[config.mk]
export PLATFORM = sky130hd
export DESIGN_NAME = divider_control
export DESIGN_NICKNAME = d
export VERILOG_FILES = /design/src/rtl/divider_control.sv
export SDC_FILE = /design/constraint.sdc
export NUM_CORES = 1
export LEC_CHECK = 0
export ABC_CLOCK_PERIOD_IN_PS = 3500
export BUFFER_PORTS_ARGS = -buffer_cell sky130_fd_sc_hd__buf_4
export CAP_MARGIN = 40
export CORE_AREA = 4 4 41 43
export DETAILED_ROUTE_END_ITERATION = 8
export DIE_AREA = 0 0 45 47
export PLACE_DENSITY = 0.84
export SYNTH_ARGS = -nofsm -noshare
export SYNTH_HDL_FRONTEND = slang
export SYNTH_SLANG_ARGS = --single-unit
[constraint.sdc]
create_clock -name clk -period 3.5 [get_ports clk]
set_input_delay 0.35 -clock clk [delete_from_list [all_inputs] [get_ports clk]]
set_output_delay 0.35 -clock clk [all_outputs]
set_load 0.02 [all_outputs]
[src/rtl/divider_control.sv]
// ---------------------------------------------------------------------------
// divider_control
//
// Sequencer for the 32-bit restoring (shift-subtract) divider. It loads the
// Divisor and Remainder registers, runs ITER subtract/shift steps, applies the
// final remainder correction and reports completion or divide-by-zero. No
// operand data passes through this block; it only drives control strobes.
//
// Handshake: start is a level request sampled only while idle (busy = 0).
// Once the request is accepted, busy stays high until the cycle after the
// one-cycle done pulse. start while busy is dropped, not queued. abort
// cancels any operation in progress on the next edge.
//
// Ports
//   clk          system clock, rising edge
//   rst          asynchronous active-low reset
//   start        division request (sampled in IDLE)
//   abort        cancel in-progress operation (ignored in IDLE)
//   divisor_zero datapath flag: Divisor register == 0 (valid from CHECK)
//   rem_msb      sign of ALU result (Remainder_hi - Divisor), this cycle
//   div_wrctrl   write Divisor register
//   div_clr      clear Divisor register
//   rem_load     load Remainder with {32'b0, dividend}
//   rem_clr      clear Remainder register
//   rem_wrhi     write ALU result into Remainder[63:32] before the shift
//   rem_shl      shift Remainder left by 1
//   shift_in     bit shifted into Remainder[0]
//   rem_shr_hi   shift Remainder[63:32] right by 1 (final correction)
//   alu_sub      ALU subtract select
//   busy         high in every state except IDLE
//   done         one-cycle completion pulse
//   dbz          divide-by-zero flag, sticky until next accepted start
// ---------------------------------------------------------------------------
module divider_control #(
    parameter int ITER = 32
) (
    input  logic clk,
    input  logic rst,
    input  logic start,
    input  logic abort,
    input  logic divisor_zero,
    input  logic rem_msb,
    output logic div_wrctrl,
    output logic div_clr,
    output logic rem_load,
    output logic rem_clr,
    output logic rem_wrhi,
    output logic rem_shl,
    output logic shift_in,
    output logic rem_shr_hi,
    output logic alu_sub,
    output logic busy,
    output logic done,
    output logic dbz
);

    typedef enum logic [2:0] {
        S_IDLE   = 3'd0,
        S_LOAD   = 3'd1,
        S_CHECK  = 3'd2,
        S_SHIFT0 = 3'd3,
        S_ITER   = 3'd4,
        S_FIX    = 3'd5,
        S_DONE   = 3'd6
    } state_t;

    localparam logic [4:0] LAST = 5'(ITER - 1);

    state_t     state_q, state_d;
    logic [4:0] cnt_q, cnt_d;
    logic       dbz_q, dbz_d;

    // Next-state logic. abort outranks every other transition but never
    // touches dbz.
    always_comb begin
        state_d = state_q;
        cnt_d   = cnt_q;
        dbz_d   = dbz_q;
        if (state_q != S_IDLE && abort) begin
            state_d = S_IDLE;
        end else begin
            case (state_q)
                S_IDLE: begin
                    if (start) begin
                        state_d = S_LOAD;
                        cnt_d   = '0;
                        dbz_d   = 1'b0;
                    end
                end
                S_LOAD:   state_d = S_CHECK;
                S_CHECK: begin
                    if (divisor_zero) begin
                        state_d = S_DONE;
                        dbz_d   = 1'b1;
                    end else begin
                        state_d = S_SHIFT0;
                    end
                end
                S_SHIFT0: state_d = S_ITER;
                S_ITER: begin
                    // Hold the counter on the last step so it never wraps.
                    if (cnt_q == LAST) begin
                        state_d = S_FIX;
                    end else begin
                        cnt_d = cnt_q + 5'd1;
                    end
                end
                S_FIX:    state_d = S_DONE;
                S_DONE:   state_d = S_IDLE;
                default:  state_d = S_IDLE;
            endcase
        end
    end

    always_ff @(posedge clk or negedge rst) begin
        if (!rst) begin
            state_q <= S_IDLE;
            cnt_q   <= '0;
            dbz_q   <= 1'b0;
        end else begin
            state_q <= state_d;
            cnt_q   <= cnt_d;
            dbz_q   <= dbz_d;
        end
    end

    // Strobes decode from the current state. In ITER they also depend on
    // rem_msb within the same cycle: a non-negative difference is written
    // back and a 1 enters the quotient.
    always_comb begin
        div_wrctrl = 1'b0;
        div_clr    = 1'b0;
        rem_load   = 1'b0;
        rem_clr    = 1'b0;
        rem_wrhi   = 1'b0;
        rem_shl    = 1'b0;
        shift_in   = 1'b0;
        rem_shr_hi = 1'b0;
        alu_sub    = 1'b0;
        done       = 1'b0;
        busy       = (state_q != S_IDLE);
        dbz        = dbz_q;
        case (state_q)
            S_LOAD: begin
                div_wrctrl = 1'b1;
                rem_load   = 1'b1;
            end
            S_SHIFT0: rem_shl = 1'b1;
            S_ITER: begin
                alu_sub  = 1'b1;
                rem_shl  = 1'b1;
                rem_wrhi = ~rem_msb;
                shift_in = ~rem_msb;
            end
            S_FIX:   rem_shr_hi = 1'b1;
            S_DONE:  done = 1'b1;
            default: ;
        endcase
        // Abort clears the datapath registers in the same cycle it is seen.
        if (state_q != S_IDLE && abort) begin
            div_clr = 1'b1;
            rem_clr = 1'b1;
        end
    end

endmodule

==> qor.csv <==
stage,metric,value,unit
synthesis,syn_area_per_cell,10.6,sq um
worst_setup_path,critical path type,register to output pin,
finish,Layout area overhead,20.6,%
sta,RSZ-0062 raised after global routing,no,
worst_setup_path,Crit Path Max Fanout,11,
sta,worst-margin pin slew,0.525,ns
synthesis,Synth Instances,60,
worst_setup_path,Critical Path AT,1.51,ns
clock_network,post-CTS sizing,0,
synthesis,Yosys warning count,0,
sta,max-slew violations,0,
place,GP Congestion,0.789,
global_route,gr usage total,14.5,%
clock_network,"Clk Latency, worst-skew pair",0.27,ns
synthesis,post-synth top area share,35.6,%
job,Max-Cap Viols,0,
global_route,gr ovfl total,0,
finish,post-layout net count,85,
place,number of port buffers,17,
sta,final hold violation count,0,
synthesis,"FF+latch count, synth",9,
floorplanning,Die ar.,2120,sq um
place,dpl cell area,727,sq um
synthesis,Area contributors post-synth,"dfrtp_1 (36%), buf_4 (4.7%), ha_1 (4.0%)",
floorplanning,# IOs,18,
power,P_leak,0.000371,uW
synthesis,Post-Syn Area,633,sq um
synthesis,post-synth cell types,31,
clock_network,Root Buffer,clkbuf_4,
sta,part of the cycle the worst path needs,53.2,%
worst_hold_path,Min-Delay Path Class,primary input to register,
sta,Final TNS setup,0,ns
synthesis,Mapped Nets,68,
finish,sequential cell area,225,sq um
sta,Tmin final,1.86,ns
sta,Setup Viol. Count Final,0,
global_route,vias in the first global route,500,
floorplanning,die height,47,microns
drt,DRT Wirelength,1.37,mm
clock_network,post-CTS setup buffers,0,
sta,Max Fclk,537,MHz
place,DP Wirelength,977,microns
drt,Post-DRT Antenna Nets,0,
finish,final core occ,58.7,%
finish,n_diodes,0,
floorplanning,die width,45,microns
power,Pwr Total,524,uW
finish,area of the multi-input gates,352,sq um
floorplanning,core area,1300,sq um
clock_network,total CTS buffers,3,
drt,Post-route DRC,0,
clock_network,CTS tree,yes,
worst_setup_path,critical path endpoint category,output pin,
synthesis,"area leader, netlist",dfrtp_1,
drt,initial DRC count,9,
outcome,status,finished clean,
drt,drt via density,5.75,
drt,router iterations before antenna repair,4,
power,Cell Pwr Density,686,nW/um^2
clock_network,cts hold-fix bufs,1,
drt,via count,523,
finish,final instance area,763,sq um
worst_setup_path,nature of the critical path startpoint,register,
clock_network,htree depth,1,
drt,WL/cell,15.0,microns
sta,worst clock skew,0.00572,ns
finish,layout cells sized above 1,38.2,%
clock_network,# clock sinks,9,
global_route,first-pass GRT wire length,2.19,mm
sta,max_slew headroom,65.0,%
finish,Fill cells,124,
clock_network,clk slew on worst S/H paths,0.06,ns
global_route,largest net degree at the start of global routing,14,
clock_network,Max Root-Sink Buffers,2,
floorplanning,Initial Util,48.7,%
power,worst vdd ir,0.335,mV
sta,WHS,0.319,ns
global_route,initial antenna violation count,0,
synthesis,register area share after synthesis,35.6,%
floorplanning,Row Count,13,
worst_setup_path,worst endpoint required time,3.15,ns
Yosys cell counts:
library cell	n
dfrtp_1	9
nor2_1	5
buf_4	4
a21oi_1	3
nor2b_1	3
nor3_1	3
o21ai_0	3
a22o_1	2
and3_1	2
buf_6	2
ha_1	2
nand2b_1	2
nor3b_1	2
a21o_1	1
and2_1	1
inv_1	1
mux2_2	1
mux2_4	1
mux2i_1	1
nand2_1	1
nand2b_4	1
nor2_4	1
nor3b_4	1
nor4_2	1
nor4b_1	1
nor4b_4	1
o211ai_2	1
o21ai_1	1
o22a_2	1
o2bb2ai_1	1
o31ai_1	1
cells in the final DEF (no fill, tap or decap), types with 2 or more instances in the layout:
master	count
o21ai_0	3
nand2b_1	2
and3_1	2
dfrtp_1	9
nor2_1	5
nor3_1	3
buf_4	17
a21oi_1	3
a22o_1	2
clkbuf_4	3
nor3b_1	2
ha_1	2
nor2b_1	3
through the flow:
| stage | std cells | setup WS, ns |
|---|---|---|
| floorplan | 60 | 1.68 |
| global placement | 86 | 1.77 |
| detailed placement | 86 | 1.73 |
| CTS | 91 | 1.65 |
| global route | 91 | 1.55 |
| finish | 91 | 1.64 |
critical path: stages (launching register included):
cell and delay [ns]:
dfrtp_1 0.61, nand2b_4 0.24, nor2_1 0.06, a21o_1 0.17, buf_4 0.15
routing by layer:
layer  GRT usage, %  vias to the layer above  part of all wire [%]
met2           23.7                       25                    51
met4           7.60                        0                   2.0
met3           3.83                        4                   8.4
li1               -                      247                     -
met1           17.6                      247                    39
met5              0                        -                     0
power by group:
group | internal, uW | switching [uW] | total [uW]
Clock | 44.1 | 38.7 | 82.8
Sequential | 125 | 59.1 | 184
Combinational | 123 | 134 | 257
registers in the layout, indices dropped and copies added (netlist names):
name     cells
cnt_q        5
state_q      3
dbz          1
final cells by class:
| cell class | instances | area share (%) |
|---|---|---|
| multi-input cells | 44 | 46.1 |
| flip-flops and latches | 9 | 29.5 |
| repair buffers | 18 | 18.0 |
| clock buffers | 4 | 3.44 |
| well taps | 15 | 2.46 |
| inverters | 1 | 0.492 |
logic make-up (layout without fill, tap and decap cells):
| logic type | count (synthesis) | after routing | synth area share, % |
|---|---|---|---|
| AO/OA/AOI/OAI | 14 | 14 | 15.6 |
| buffers and inverters | 7 | 23 | 8.89 |
| multiplexers | 3 | 3 | 5.73 |
| flip-flops | 9 | 9 | 35.6 |
| adder cells (fa/ha/maj) | 2 | 2 | 3.95 |
| AND/OR/NAND/NOR | 25 | 25 | 30.2 |
final timing paths:
kind	end	startpoint	cells past startpoint	slack, ns
setup / recovery	rem_shl	state_q[1]	4	1.64
hold / removal	state_q[1]	abort	2	0.32
setup reg to reg	cnt_q[3]	cnt_q[0]	6	1.70
hold reg to reg	dbz	dbz	2	0.52
max in group asynchronous	cnt_q[2]	rst	2	2.91
min in group asynchronous	cnt_q[3]	rst	2	0.45
No activity file was read; power rests on OpenSTA's default activity.
